$ cat config.mk
export PLATFORM = sky130hd
export DESIGN_NAME = grant_fifo
export DESIGN_NICKNAME = d
export VERILOG_FILES = /design/src/rtl/grant_fifo.sv
export SDC_FILE = /design/constraint.sdc
export NUM_CORES = 1
export LEC_CHECK = 0
export BUFFER_PORTS_ARGS = -buffer_cell sky130_fd_sc_hd__buf_2
export CORE_UTILIZATION = 59
export CTS_CLUSTER_DIAMETER = 30
export CTS_CLUSTER_SIZE = 24
export DETAILED_ROUTE_END_ITERATION = 8
export PLACE_DENSITY_LB_ADDON = 0.15
export REMOVE_ABC_BUFFERS = 1
export SLEW_MARGIN = 10
export SYNTH_ARGS = -nofsm -noshare
export SYNTH_HDL_FRONTEND = slang
export SYNTH_SLANG_ARGS = --single-unit
$ cat constraint.sdc
create_clock -name clk -period 5.55 [get_ports clk]
set_input_delay 0.8325 -clock clk [delete_from_list [all_inputs] [get_ports clk]]
set_output_delay 0.8325 -clock clk [all_outputs]
set_load 0.005 [all_outputs]
$ cat src/rtl/grant_fifo.sv
`default_nettype none
// ============================================================================
//  Module   : grant_fifo
//  Purpose  : Small synchronous FIFO that captures the output of an upstream
//             one-hot priority mux. Each entry stores the selected data word
//             and the binary index of the grant bit that selected it. Illegal
//             or blocked grants raise a sticky drop_err flag.
//  Ports    : clk        - rising-edge clock
//             rst_n      - asynchronous active-low reset
//             in_data    - selected data from upstream mux (width bits)
//             in_grant   - one-hot grant vector (n bits), zero = idle
//             in_ready   - FIFO can accept a write
//             out_data   - head entry data (0 when empty)
//             out_src    - head entry source index (0 when empty)
//             out_valid  - head entry present
//             out_ready  - downstream accepts head entry
//             count      - occupancy 0..depth
//             drop_err   - sticky: a grant was presented but not stored
//  Revision : 1.0 - initial release
// ============================================================================
module grant_fifo #(
   parameter int width = 4,
   parameter int n     = 4,
   parameter int depth = 4
) (
   input  logic                       clk,
   input  logic                       rst_n,
   input  logic [width-1:0]           in_data,
   input  logic [n-1:0]               in_grant,
   output logic                       in_ready,
   output logic [width-1:0]           out_data,
   output logic [((n > 1) ? $clog2(n) : 1)-1:0] out_src,
   output logic                       out_valid,
   input  logic                       out_ready,
   output logic [$clog2(depth):0]     count,
   output logic                       drop_err
);

   localparam int srcw = (n > 1) ? $clog2(n) : 1;
   localparam int AW   = $clog2(depth);
   localparam int CW   = AW + 1;

   // Storage: contents are never reset; the occupancy count alone decides
   // what is valid, and the head outputs are masked while empty.
   logic [width-1:0] data_q [depth];
   logic [srcw-1:0]  src_q  [depth];

   logic [AW-1:0]    wr_ptr_q, wr_ptr_d;
   logic [AW-1:0]    rd_ptr_q, rd_ptr_d;
   logic [CW-1:0]    count_q,  count_d;
   logic             drop_err_q, drop_err_d;

   logic             grant_any;
   logic             grant_onehot;
   logic [srcw-1:0]  grant_idx;
   logic             push;
   logic             pop;
   logic             empty;
   logic             full;

   assign empty = (count_q == '0);
   assign full  = (count_q == CW'(depth));

   // Exactly one bit set: non-zero and clearing the lowest set bit leaves zero.
   assign grant_any    = |in_grant;
   assign grant_onehot = grant_any && ((in_grant & (in_grant - 1'b1)) == '0);

   // One-hot to binary. OR-ing indices is exact for a one-hot vector; the
   // result is only used when grant_onehot holds.
   always_comb begin
      grant_idx = '0;
      for (int i = 0; i < n; i++) begin
         if (in_grant[i]) begin
            grant_idx = grant_idx | srcw'(i);
         end
      end
   end

   assign push = grant_onehot && !full;
   assign pop  = !empty && out_ready;

   always_comb begin
      wr_ptr_d   = wr_ptr_q;
      rd_ptr_d   = rd_ptr_q;
      count_d    = count_q;
      drop_err_d = drop_err_q;

      // Pointers wrap naturally because depth is a power of two.
      if (push) begin
         wr_ptr_d = wr_ptr_q + 1'b1;
      end
      if (pop) begin
         rd_ptr_d = rd_ptr_q + 1'b1;
      end

      case ({push, pop})
         2'b10:   count_d = count_q + 1'b1;
         2'b01:   count_d = count_q - 1'b1;
         default: count_d = count_q;
      endcase

      // Any grant activity that does not result in a write is a drop.
      if (grant_any && !push) begin
         drop_err_d = 1'b1;
      end
   end

   always_ff @(posedge clk or negedge rst_n) begin
      if (!rst_n) begin
         wr_ptr_q   <= '0;
         rd_ptr_q   <= '0;
         count_q    <= '0;
         drop_err_q <= 1'b0;
      end else begin
         wr_ptr_q   <= wr_ptr_d;
         rd_ptr_q   <= rd_ptr_d;
         count_q    <= count_d;
         drop_err_q <= drop_err_d;
      end
   end

   always_ff @(posedge clk) begin
      if (push) begin
         data_q[wr_ptr_q] <= in_data;
         src_q[wr_ptr_q]  <= grant_idx;
      end
   end

   assign in_ready  = !full;
   assign out_valid = !empty;
   assign out_data  = empty ? '0 : data_q[rd_ptr_q];
   assign out_src   = empty ? '0 : src_q[rd_ptr_q];
   assign count     = count_q;
   assign drop_err  = drop_err_q;

endmodule
`default_nettype wire

==> metrics <==
crit start category=flop; yosys synthesis warning count=0; Synth Area in XOR/XNOR=under 10%; post-route design area=1620 µm²; synth unique cells=26; GR Util All Layers=20.9%; minimum clock period after layout=2.65 ns; CTS Root Cell=clkbuf_4; share of cells above drive strength 1=39.1%; Hold-fix buffers, CTS=0; pin count of the biggest net entering global routing=11; first-pass GRT wire length=3640 µm; core area=2250 µm²; total leakage power=0.641 nW; TritonCTS Buffers=5; routed vias=773; RSZ-0062 raised after global routing=no; Tcrit/Tclk final=about 48%; MaxCap Viol Count=0; main combinational cell family by area after synthesis=multiplexers; critical path class=reg2out; initial antenna violation count=0; type of element capturing the critical path=primary output; fillers=between 150 and 200; TNS Setup=0 ns; post-synthesis async set-or-reset flop share=25.0%; die area=2650 µm²; IO buf count=22; CTS Buffer Depth=2; top-count cell post-synth=edfxtp_1; vias per cell=between 5 and 6; R2R Setup Slk=3.44 ns; Routed Antenna Nets=0; synthesized area=roughly 1400 µm²; DP Wirelength=1670 µm; Rows=17; largest area contributor in the netlist=edfxtp_1; fin. max-slew vios=0; FF-to-FF Start=count[0]; WP data arrival=1.82 ns; clk_lat worst skew=0.32 ns; Synth Area in Adders=6.42%; mean area per synthesized cell=16.4 µm²; r2r endpoint=count[2]; Synth top cells by count=edfxtp_1 (24), dfrtp_1 (8), inv_1 (7); Yosys reg bits=32; Die Y-Extent=51.5 µm; RD Place Congestion=0.656; antenna cells=0; Synth Area in Compound Gates=1.56%; residual DRC count=0; slew margin rel.=around 70%; cts repair resizes=0; final wirelength=2230 µm; CTS tree=built; Fmax=between 300 and 400 MHz; Nets=approximately 130; clk sink count=32; Synth top area share=around half; Final Hold Vio Count=0; worst slew pin tran=0.464 ns; mux share of post-synthesis cell area=11.1%; Synth-to-Final Area Change=12.6%; clk slew on worst S/H paths=0.09 ns; crit path max fanout=8; outcome=completed; die width=slightly above 50 µm; Syn Inst Count=88; gr ovfl total=0; vias in the first global route=814; WP data required=roughly 4.7 ns; Hold Path Class=in2async; Synth Area in Simple Gates=around a tenth; post-DR wirelength/cell=15.6 µm; Initial Util=64.0%; First DRT Iteration DRCs=13; IO Count=23; H-tree levels=2; EDFF count, synth=24; Area contributors post-synth=edfxtp_1 (50%), dfrtp_1 (14%), mux4_2 (9.4%); peak supply drop=approximately 0.32 mV; top_reg_cell synth=edfxtp_1; sequential share of the synthesized area=between 60% and 70%; power density relative to cell area=453 nW/µm²; Final Setup Violations=0; router iterations before antenna repair=4; clk_skew=0.00846 ns; placed instance area=between 1500 and 2000 µm²; Worst Reg-to-Reg Cells=9; Setup Buffers After CTS=0
state kept, by name, indices dropped and copies added (netlist names):
register and count:
drop_err 1, data_q 16, count 3, src_q 8, wr_ptr_q 2, rd_ptr_q 2
kinds of logic after synthesis:
kind of cell | Yosys count
compound gates | 3
xor+xnor | 7
buf+inv | 10
mux | 8
simple gates | 21
flops | 32
fa+ha+maj | 7
final cells by class:
| class | instances | area (µm²) | share of cell area [%] |
|---|---|---|---|
| Multi-Input combinational cell | 46 | 482 | 29.7 |
| Clock buffer | 7 | 45.0 | 2.77 |
| Tap cell | 28 | 35.0 | 2.16 |
| Timing Repair Buffer | 22 | 110 | 6.78 |
| Clock inverter | 1 | 5.00 | 0.308 |
| Sequential cell | 32 | 921 | 56.7 |
| Inverter | 7 | 26.3 | 1.62 |
stage by stage:
| stage | setup WS [ns] | utilization [%] | power (W) | instances | hold slack [ns] |
|---|---|---|---|---|---|
| after global placement | 2.88 | 69.8 | 0.000611 | 135 | 0.456 |
| after CTS | 2.86 | 72.0 | 0.000747 | 143 | 0.340 |
| after floorplan | 3.05 | - | 0.000527 | 85 | 0.468 |
| after detailed placement | 2.81 | 69.8 | 0.000628 | 135 | 0.461 |
| after global routing | 2.79 | 72.0 | 0.000787 | 143 | 0.335 |
| final | 2.90 | 72.0 | 0.000736 | 143 | 0.340 |
worst max path at each step:
stage | from | to | slack [ns] | cells after the start
after floorplan | in_grant[2] | count[2] | 3.05 | 10
after global placement | in_grant[2] | count[2] | 2.88 | 11
after detailed placement | in_grant[2] | count[2] | 2.81 | 11
after CTS | rd_ptr_q[0] | out_src[0] | 2.86 | 3
after global routing | rd_ptr_q[0] | out_data[0] | 2.79 | 3
final | rd_ptr_q[0] | out_src[0] | 2.90 | 3
worst max-delay path, stage by stage (launching register included):
cell	delay (ns)
dfrtp_1	0.64
mux4_2	0.56
and2_1	0.18
buf_2	0.12
routing by layer:
| metal | track usage [%] | vias to the layer above | share of wire (%) |
|---|---|---|---|
| li1 | - | 371 | - |
| met1 | 25.3 | 372 | 43 |
| met2 | 34.8 | 24 | 50 |
| met3 | 6.25 | 6 | 4.6 |
| met4 | 8.11 | 0 | 1.9 |
| met5 | 0 | - | 0 |
where the power goes:
part	internal (W)	switching, W
clock network	0.0000493	0.0000706
registers	0.000303	0.0000522
logic	0.000149	0.000112
cells in the final DEF, fill, tap and decap left out:
master / Yosys / routed
edfxtp_1: 24 / 24
buf_2: 2 / 22
dfrtp_1: 8 / 8
inv_1: 7 / 7
mux4_2: 6 / 6
and2_1: 6 / 6
ha_1: 5 / 5
clkbuf_4: 0 / 5
xor2_1: 4 / 4
and2_2: 4 / 4
nor2_1: 3 / 3
xnor2_1: 3 / 3
nand2_1: 2 / 2
clkbuf_1: 1 / 2
nor3b_2: 1 / 1
or2_4: 1 / 1
or2_2: 1 / 1
or3_1: 1 / 1
and2_4: 1 / 1
a22o_2: 1 / 1
nor3_4: 1 / 1
mux2i_1: 1 / 1
mux2_4: 1 / 1
a21oi_1: 1 / 1
maj3_1: 1 / 1
o21bai_1: 1 / 1
fa_1: 1 / 1
clkinv_2: 0 / 1
(Power assumes the default switching activity.)
